<file path="config.mk">
export PLATFORM = sky130hd
export DESIGN_NAME = trace_buffer
export DESIGN_NICKNAME = d
export VERILOG_FILES = /design/src/rtl/trace_buffer.sv
export SDC_FILE = /design/constraint.sdc
export NUM_CORES = 1
export LEC_CHECK = 0
export ABC_AREA = 1
export CORE_ASPECT_RATIO = 1.2
export CORE_MARGIN = 2
export CORE_UTILIZATION = 51
export CTS_CLUSTER_DIAMETER = 80
export CTS_CLUSTER_SIZE = 40
export DETAILED_ROUTE_END_ITERATION = 6
export PLACE_DENSITY = 0.71
export SYNTH_ARGS = -nofsm -noshare
export SYNTH_HDL_FRONTEND = slang
export SYNTH_SLANG_ARGS = --single-unit
</file>
<file path="constraint.sdc">
create_clock -name clock -period 4.9 [get_ports clock]
set_input_delay 0.49 -clock clock [delete_from_list [all_inputs] [get_ports clock]]
set_output_delay 0.49 -clock clock [all_outputs]
set_load 0.02 [all_outputs]
</file>
<file path="src/rtl/trace_buffer.sv">
// trace_buffer: captures retired register-file writes into a first-word fall-through FIFO and flags any dropped captures.
// Optional macro TRACE_BUFFER_DROP_COUNT_EN adds a saturating 16-bit drop_count output.
module trace_buffer #(
  parameter int DEPTH       = 16,
  parameter int COUNT_WIDTH = $clog2(DEPTH + 1)
) (
  input  logic                   clock,
  input  logic                   reset,
  input  logic [31:0]            debug_program_count,
  input  logic [3:0]             debug_register_file_write_enabled,
  input  logic [4:0]             debug_register_file_write_address,
  input  logic [31:0]            debug_register_file_write_data,
  output logic                   trace_valid,
  input  logic                   trace_ready,
  output logic [31:0]            trace_program_count,
  output logic [3:0]             trace_write_strobe,
  output logic [4:0]             trace_address,
  output logic [31:0]            trace_data,
  output logic [COUNT_WIDTH-1:0] trace_count,
  output logic                   overflow,
  input  logic                   overflow_clear
`ifdef TRACE_BUFFER_DROP_COUNT_EN
  ,
  output logic [15:0]            drop_count
`endif
);

  localparam int PTR_WIDTH   = $clog2(DEPTH);
  localparam int ENTRY_WIDTH = 73;
  localparam logic [COUNT_WIDTH-1:0] FULL_COUNT = COUNT_WIDTH'(DEPTH);

  logic [ENTRY_WIDTH-1:0] entry_mem [DEPTH];
  logic [ENTRY_WIDTH-1:0] head_entry;
  logic [PTR_WIDTH-1:0]   read_ptr_reg;
  logic [PTR_WIDTH-1:0]   write_ptr_reg;
  logic [COUNT_WIDTH-1:0] count_reg;
  logic [COUNT_WIDTH-1:0] count_next;
  logic                   overflow_reg;
  logic                   overflow_next;
  logic                   capture;
  logic                   pop;
  logic                   push;
  logic                   drop;

  assign capture = |debug_register_file_write_enabled;
  assign pop     = (count_reg != '0) && trace_ready;
  // A pop at full frees the slot in the same cycle, so the capture is still accepted.
  assign push    = capture && ((count_reg != FULL_COUNT) || pop);
  assign drop    = capture && (count_reg == FULL_COUNT) && !pop;

  always_comb begin
    count_next = count_reg;
    unique case ({push, pop})
      2'b10:   count_next = count_reg + COUNT_WIDTH'(1);
      2'b01:   count_next = count_reg - COUNT_WIDTH'(1);
      default: count_next = count_reg;
    endcase
  end

  always_comb begin
    overflow_next = overflow_reg;
    if (drop) begin
      overflow_next = 1'b1;
    end else if (overflow_clear) begin
      overflow_next = 1'b0;
    end
  end

  always_ff @(posedge clock) begin
    if (reset) begin
      read_ptr_reg  <= '0;
      write_ptr_reg <= '0;
      count_reg     <= '0;
      overflow_reg  <= 1'b0;
    end else begin
      count_reg    <= count_next;
      overflow_reg <= overflow_next;
      if (push) begin
        write_ptr_reg <= write_ptr_reg + PTR_WIDTH'(1);
      end
      if (pop) begin
        read_ptr_reg <= read_ptr_reg + PTR_WIDTH'(1);
      end
    end
  end

  // Storage is not reset; only pointers and occupancy define which entries are live.
  always_ff @(posedge clock) begin
    if (!reset && push) begin
      entry_mem[write_ptr_reg] <= {debug_program_count,
                                   debug_register_file_write_enabled,
                                   debug_register_file_write_address,
                                   debug_register_file_write_data};
    end
  end

  // Head fields depend only on stored state, never on trace_ready.
  assign head_entry          = entry_mem[read_ptr_reg];
  assign trace_program_count = head_entry[72:41];
  assign trace_write_strobe  = head_entry[40:37];
  assign trace_address       = head_entry[36:32];
  assign trace_data          = head_entry[31:0];
  assign trace_valid         = (count_reg != '0);
  assign trace_count         = count_reg;
  assign overflow            = overflow_reg;

`ifdef TRACE_BUFFER_DROP_COUNT_EN
  logic [15:0] drop_count_reg;
  logic [15:0] drop_count_next;

  always_comb begin
    drop_count_next = drop_count_reg;
    if (drop) begin
      if (overflow_clear) begin
        drop_count_next = 16'd1;
      end else if (drop_count_reg != 16'hFFFF) begin
        drop_count_next = drop_count_reg + 16'd1;
      end
    end else if (overflow_clear) begin
      drop_count_next = 16'd0;
    end
  end

  always_ff @(posedge clock) begin
    if (reset) begin
      drop_count_reg <= 16'd0;
    end else begin
      drop_count_reg <= drop_count_next;
    end
  end

  assign drop_count = drop_count_reg;
`endif

endmodule
</file>
; Word-level counts from Yosys, hierarchy flattened
; Memory sizes are Yosys's and may differ from the RTL's. A register that Yosys moved wholly into a read port is not among the register bits.
; Cells that the tools add are included.
[totals]
reg_bits = 14
ram_bits = 1168
latch_bits = 0
n_memories = 1
input_bits = 77
mem_bits_ro = 0
word_cells = 32
[memory_table]
columns = name, words, word_bits, rd, rd_ports_with_merged_regs, wr, line_no
row1 = entry_mem, 16, 73, 1, 1, 1, 32  ; logic [ENTRY_WIDTH-1:0] entry_mem [DEPTH];
[op_classes]
n_mux = 7
n_mul = 0
n_lt_le_gt_ge = 0
eq_ne = 4
bitwise_logic = 0
n_shift = 0
div = 0
add_sub_neg = 4
n_reduce_logical = 12
[ops]
columns = operator, n
row1 = one-hot mux 5 bit (2 select lines), 1
row2 = adder 4 x 1 -> 4 bit (second input constant), 2
row3 = 2-to-1 mux 4 bit, 2
row4 = adder 5 x 1 -> 5 bit (second input constant), 1
row5 = == test 5 bit (second input constant), 1
row6 = logical AND 1 bit, 5
row7 = != test 5 bit (second input constant), 1
row8 = nonzero test 5 bit, 1
row9 = subtractor 5 x 1 -> 5 bit (second input constant), 1
row10 = 2-to-1 mux 1 bit, 4
row11 = nonzero test 2 bit, 2
row12 = OR reduction 4 bit, 1
row13 = == test 2 x 1 -> 1 bit (second input constant), 1
row14 = == test 2 bit (second input constant), 1
row15 = logical NOT 1 bit, 2
row16 = logical OR 1 bit, 1

; Logic depth before layout (Yosys ltp)
[logic_depth]
word_depth = 7
ltp_mapped = 16
mapped_depth_nobuf = 16

; Least setup slack after synthesis
; OpenSTA, ideal clock, no wires.
[synth_timing]
kind = register -> register
startpoint = reg count_reg[0] (netlist: trace_count[0])
endpoint = mem entry_mem[0][0] (enable)
path_stages_with_launch = 9
setup_ps = 505
t_arrival_ps = 4403
path_slack_ps = -7
t_required_ps = 4395
period_less_slack_ps = 4907
path_cell_list = dfxtp_1 -> nor2_1 -> nand3_2 -> nand2_2 -> nand4_1 -> nand2_2 -> nor2_1 -> nand2_1 -> nor2_1
[synth_via]
elab_chain_len = 7
elab_cells_between_ends = 8
cone_classes = eq/ne (1) / mux (2) / reduce/logical (5)
[synth_lines]
columns = element, line_no
row1 = "start, declared", 36  ; logic [COUNT_WIDTH-1:0] count_reg;
row2 = "start signal, assigned", 76  ; count_reg <= count_next;
row3 = nonzero test 5 bit, --
row4 = net trace_valid, 13  ; output logic trace_valid,
row5 = logical AND 1 bit, 46  ; assign pop = (count_reg != '0) && trace_ready;
row6 = logical OR 1 bit, 48  ; assign push = capture && ((count_reg != FULL_COUNT) || pop);
row7 = logical AND 1 bit, 48
row8 = logical AND 1 bit, 89  ; if (!reset && push) begin
row9 = 2-to-1 mux 1 bit, 89
row10 = 2-to-1 mux 1 bit (implied by the code), 90  ; entry_mem[write_ptr_reg] <= {debug_program_count,
row11 = "end, declared", 32
; The timed path passes the listed nets, and every way through them passes these cells.

==> results.py <==
metrics = {
    "placement": {
        "placedInstanceArea_um2": 50300,
        "post-dp-hpwl_um": 55700,
        "final_replace_weighted_congestion": 0.743,
        "port-buffer-count": 156,
    },
    "yosys": {
        "yosysUniqueCellTypes": 27,
        "asr_flop_ratio_synth": 0,
        "number_of_flops_mapped_to_enable_cells_by_yosys": 1168,
        "yosysWarnings": 0,
        "netlist_area_before_placement_um2": 47300,
        "post_synth.cell_area_avg_um2": 14.7,
        "postSynth.topFlopCell": "sky130_fd_sc_hd__edfxtp_1",
        "ys_seq_area_frac": 0.749,
        "synth_cells": 3213,
        "syn_nets": 3297,
        "yosys_register_bits": 1186,
    },
    "clock_network": {
        "cts_root_buf": "sky130_fd_sc_hd__clkbuf_16",
        "clock_latency_ns": 0.66,
        "cts.sinks": 1186,
        "cts_tree": "built",
        "postCtsSetupRepairBufs": 0,
        "cts.repair.resized": 0,
        "clkSlewWorstSetupHoldPaths_ns": 0.13,
        "post_cts_hold_buffer_count": 0,
        "cts.htree.levels": 2,
        "cts.path.max_buffers": 3,
        "cts_made_buffers": 40,
    },
    "final_layout": {
        "largest_register_ffs": 1168,
        "synth_to_layout_area_growth_pct": 9.12,
        "nNetsFinal": 3352,
        "layout_cell_share_with_drive_strength_beyond_1": 0.0478,
        "layout.cell_area.non_filler_um2": 51600,
        "top_register": "entry_mem",
    },
    "global_routing": {
        "grt_start_max_net_pins": 136,
        "gr-usage-met2": 0.368,
        "gr-max-usage-layer": "met2",
        "global_route.usage.met3": 0.0237,
        "first_global_vias": 25200,
        "antenna_found_initial": 6,
        "globalRouteMet1Util": 0.289,
        "grt-ovfl-total": 0,
        "global_route_wire_length_before_repair_um": 153000,
        "global_route.usage.total": 0.213,
    },
    "routing": {
        "routed_wirelength_um": 103000,
        "detailroute.via_count": 26200,
        "avgViaCountPerCell": 5.78,
        "drt_pass1_iterations": 7,
        "routedWlPerCell_um": 22.6,
        "route.detailed.drc": 0,
        "detail_route.iter0.violations": 2711,
        "antenna_left": 0,
    },
    "sta": {
        "timing.final.crit_period_ns": 3.86,
        "finalMaxSlewViolations": 0,
        "whs_ns": 0.500,
        "finalSetupViolations": 0,
        "clock-skew-final_ns": 0.0361,
        "finalHoldViolations": 0,
        "share_of_the_clock_period_used_by_the_worst_path": 0.787,
        "highest_attainable_clock_frequency_mhz": 259,
        "max_slew.worst_pin.slew_ns": 0.828,
        "relSlewSlack": 0.448,
        "setup_repair_after_global_routing_missed_its_margin": "false",
    },
    "die": {
        "initial_utilization": 0.514,
        "floorplan.rows": 122,
        "num_io_pins": 157,
        "design.die.area_um2": 95200,
        "die_height_um": 338,
        "core_area_um2": 92000,
        "die_w_um": 282,
    },
    "run_status": {
        "outcome": "finished clean",
    },
    "setup_path": {
        "end_kind": "output port",
        "rr_startpoint": "trace_count[1]",
        "timing.critical_path.arrival_ns": 3.37,
        "critPathRequiredTime_ns": 4.41,
        "cp_max_fo": 52,
        "critical_path.startpoint_type": "flip-flop",
        "critPathKind": "reg2out",
    },
    "worst_hold_path": {
        "hold_path_startpoint": "read_ptr_reg[1]",
        "worst_min_delay_path_class": "reg2reg",
    },
    "power": {
        "p_per_area_nw_per_um2": 410,
        "power.leakage_nw": 16.7,
        "peak_supply_drop_mv": 0.299,
    },
    "job": {
        "drv.max_cap_violation_count": 0,
    },
}
-- synthesized netlist by cell type (all sizes together) (3+ instances only) --
cell type / count / area share
nand3: 74 / 0.0080
ha: 7 / 0.0019
clkbuf: 110 / 0.0087
dfxtp: 18 / 0.0076
edfxtp: 1168 / 0.74
mux2i: 292 / 0.062
nand2: 101 / 0.0081
o211ai: 293 / 0.046
inv: 322 / 0.026
o21ai: 382 / 0.040
nand4: 3 / 0.00040
nor2: 39 / 0.0032
a21oi: 300 / 0.032
buf: 100 / 0.014
-- where the power goes --
group          leakage [nW]  internal, mW  switching (mW)  total [mW]
logic                  5.40          1.88            3.16        5.05
registers              10.7          11.3           0.110        11.5
clock network         0.622          1.66            2.99        4.65
-- worst max-delay path: stages, from the launching register on --
cell and delay (ns):
sky130_fd_sc_hd__dfxtp_4 0.69, sky130_fd_sc_hd__buf_12 0.33, sky130_fd_sc_hd__buf_4 0.39, sky130_fd_sc_hd__mux2i_1 0.16, sky130_fd_sc_hd__o211ai_1 0.17, sky130_fd_sc_hd__o211ai_1 0.13, sky130_fd_sc_hd__nand2_1 0.18, sky130_fd_sc_hd__clkdlybuf4s50_1 0.62
-- cell usage in the layout (no fill, tap or decap), drive strengths merged --
cell type,n
nand3,74
nand4,3
nor2,39
o21a,1
o211ai,293
clkdlybuf4s50,156
xor2,1
a31o,1
clkbuf,43
mux2i,292
edfxtp,1168
o21ai,382
clkinv,8
inv,331
a21oi,300
buf,67
nand2,101
ha,7
and3,1
dfxtp,18
diode,5
-- per-stage QoR --
step                      setup TNS (ns)  setup WS (ns)  std cells  total power, mW  utilization
final                                  0           1.04       4531             21.1        0.561
after global routing                   0          0.855       4531             22.0        0.561
after CTS                              0           1.00       4526             21.3        0.561
after detailed placement               0           1.08       4466             16.8        0.547
after global placement                 0           1.08       4466             16.7        0.547
after floorplan                    -8.52       -0.00729       3213             15.0            -
-- area by class of cell --
cell class	count	area [um2]
inverters	322	1220
clock inverters	17	258
repair buffers	223	2390
clock buffers	43	1030
diodes	5	12.5
flip-flops and latches	1186	35400
well taps	1240	1550
multi-input cells	1495	9710
fillers	7044	40400
-- per-layer routing --
layer | share of wire | vias to the layer above
met5 | 0.00013 | -
met4 | 0.021 | 2
met3 | 0.054 | 108
met2 | 0.51 | 761
met1 | 0.41 | 13200
li1 | - | 12100
-- logic make-up (layout without fill, tap and decap cells) --
logic type / count (synthesis) / in the layout / synth area share
other: 0 / 5 / 0
buffers and inverters: 532 / 605 / 0.0484
flip-flops: 1186 / 1186 / 0.749
AND/OR/NAND/NOR: 218 / 218 / 0.0199
adder cells (fa/ha/maj): 7 / 7 / 0.00185
AO/OA/AOI/OAI: 977 / 977 / 0.119
XOR/XNOR: 1 / 1 / 0.000185
multiplexers: 292 / 292 / 0.0618
-- final timing paths --
path,endpoint,slack (ns),depth (start not counted)
worst max-delay path,trace_address[4],1.04,7
worst min-delay path,flip-flop,0.50,2
worst max register to register,entry_mem[9][10],1.99,9
worst min register to register,flip-flop,0.50,2
No activity file was read; power rests on OpenSTA's default activity.
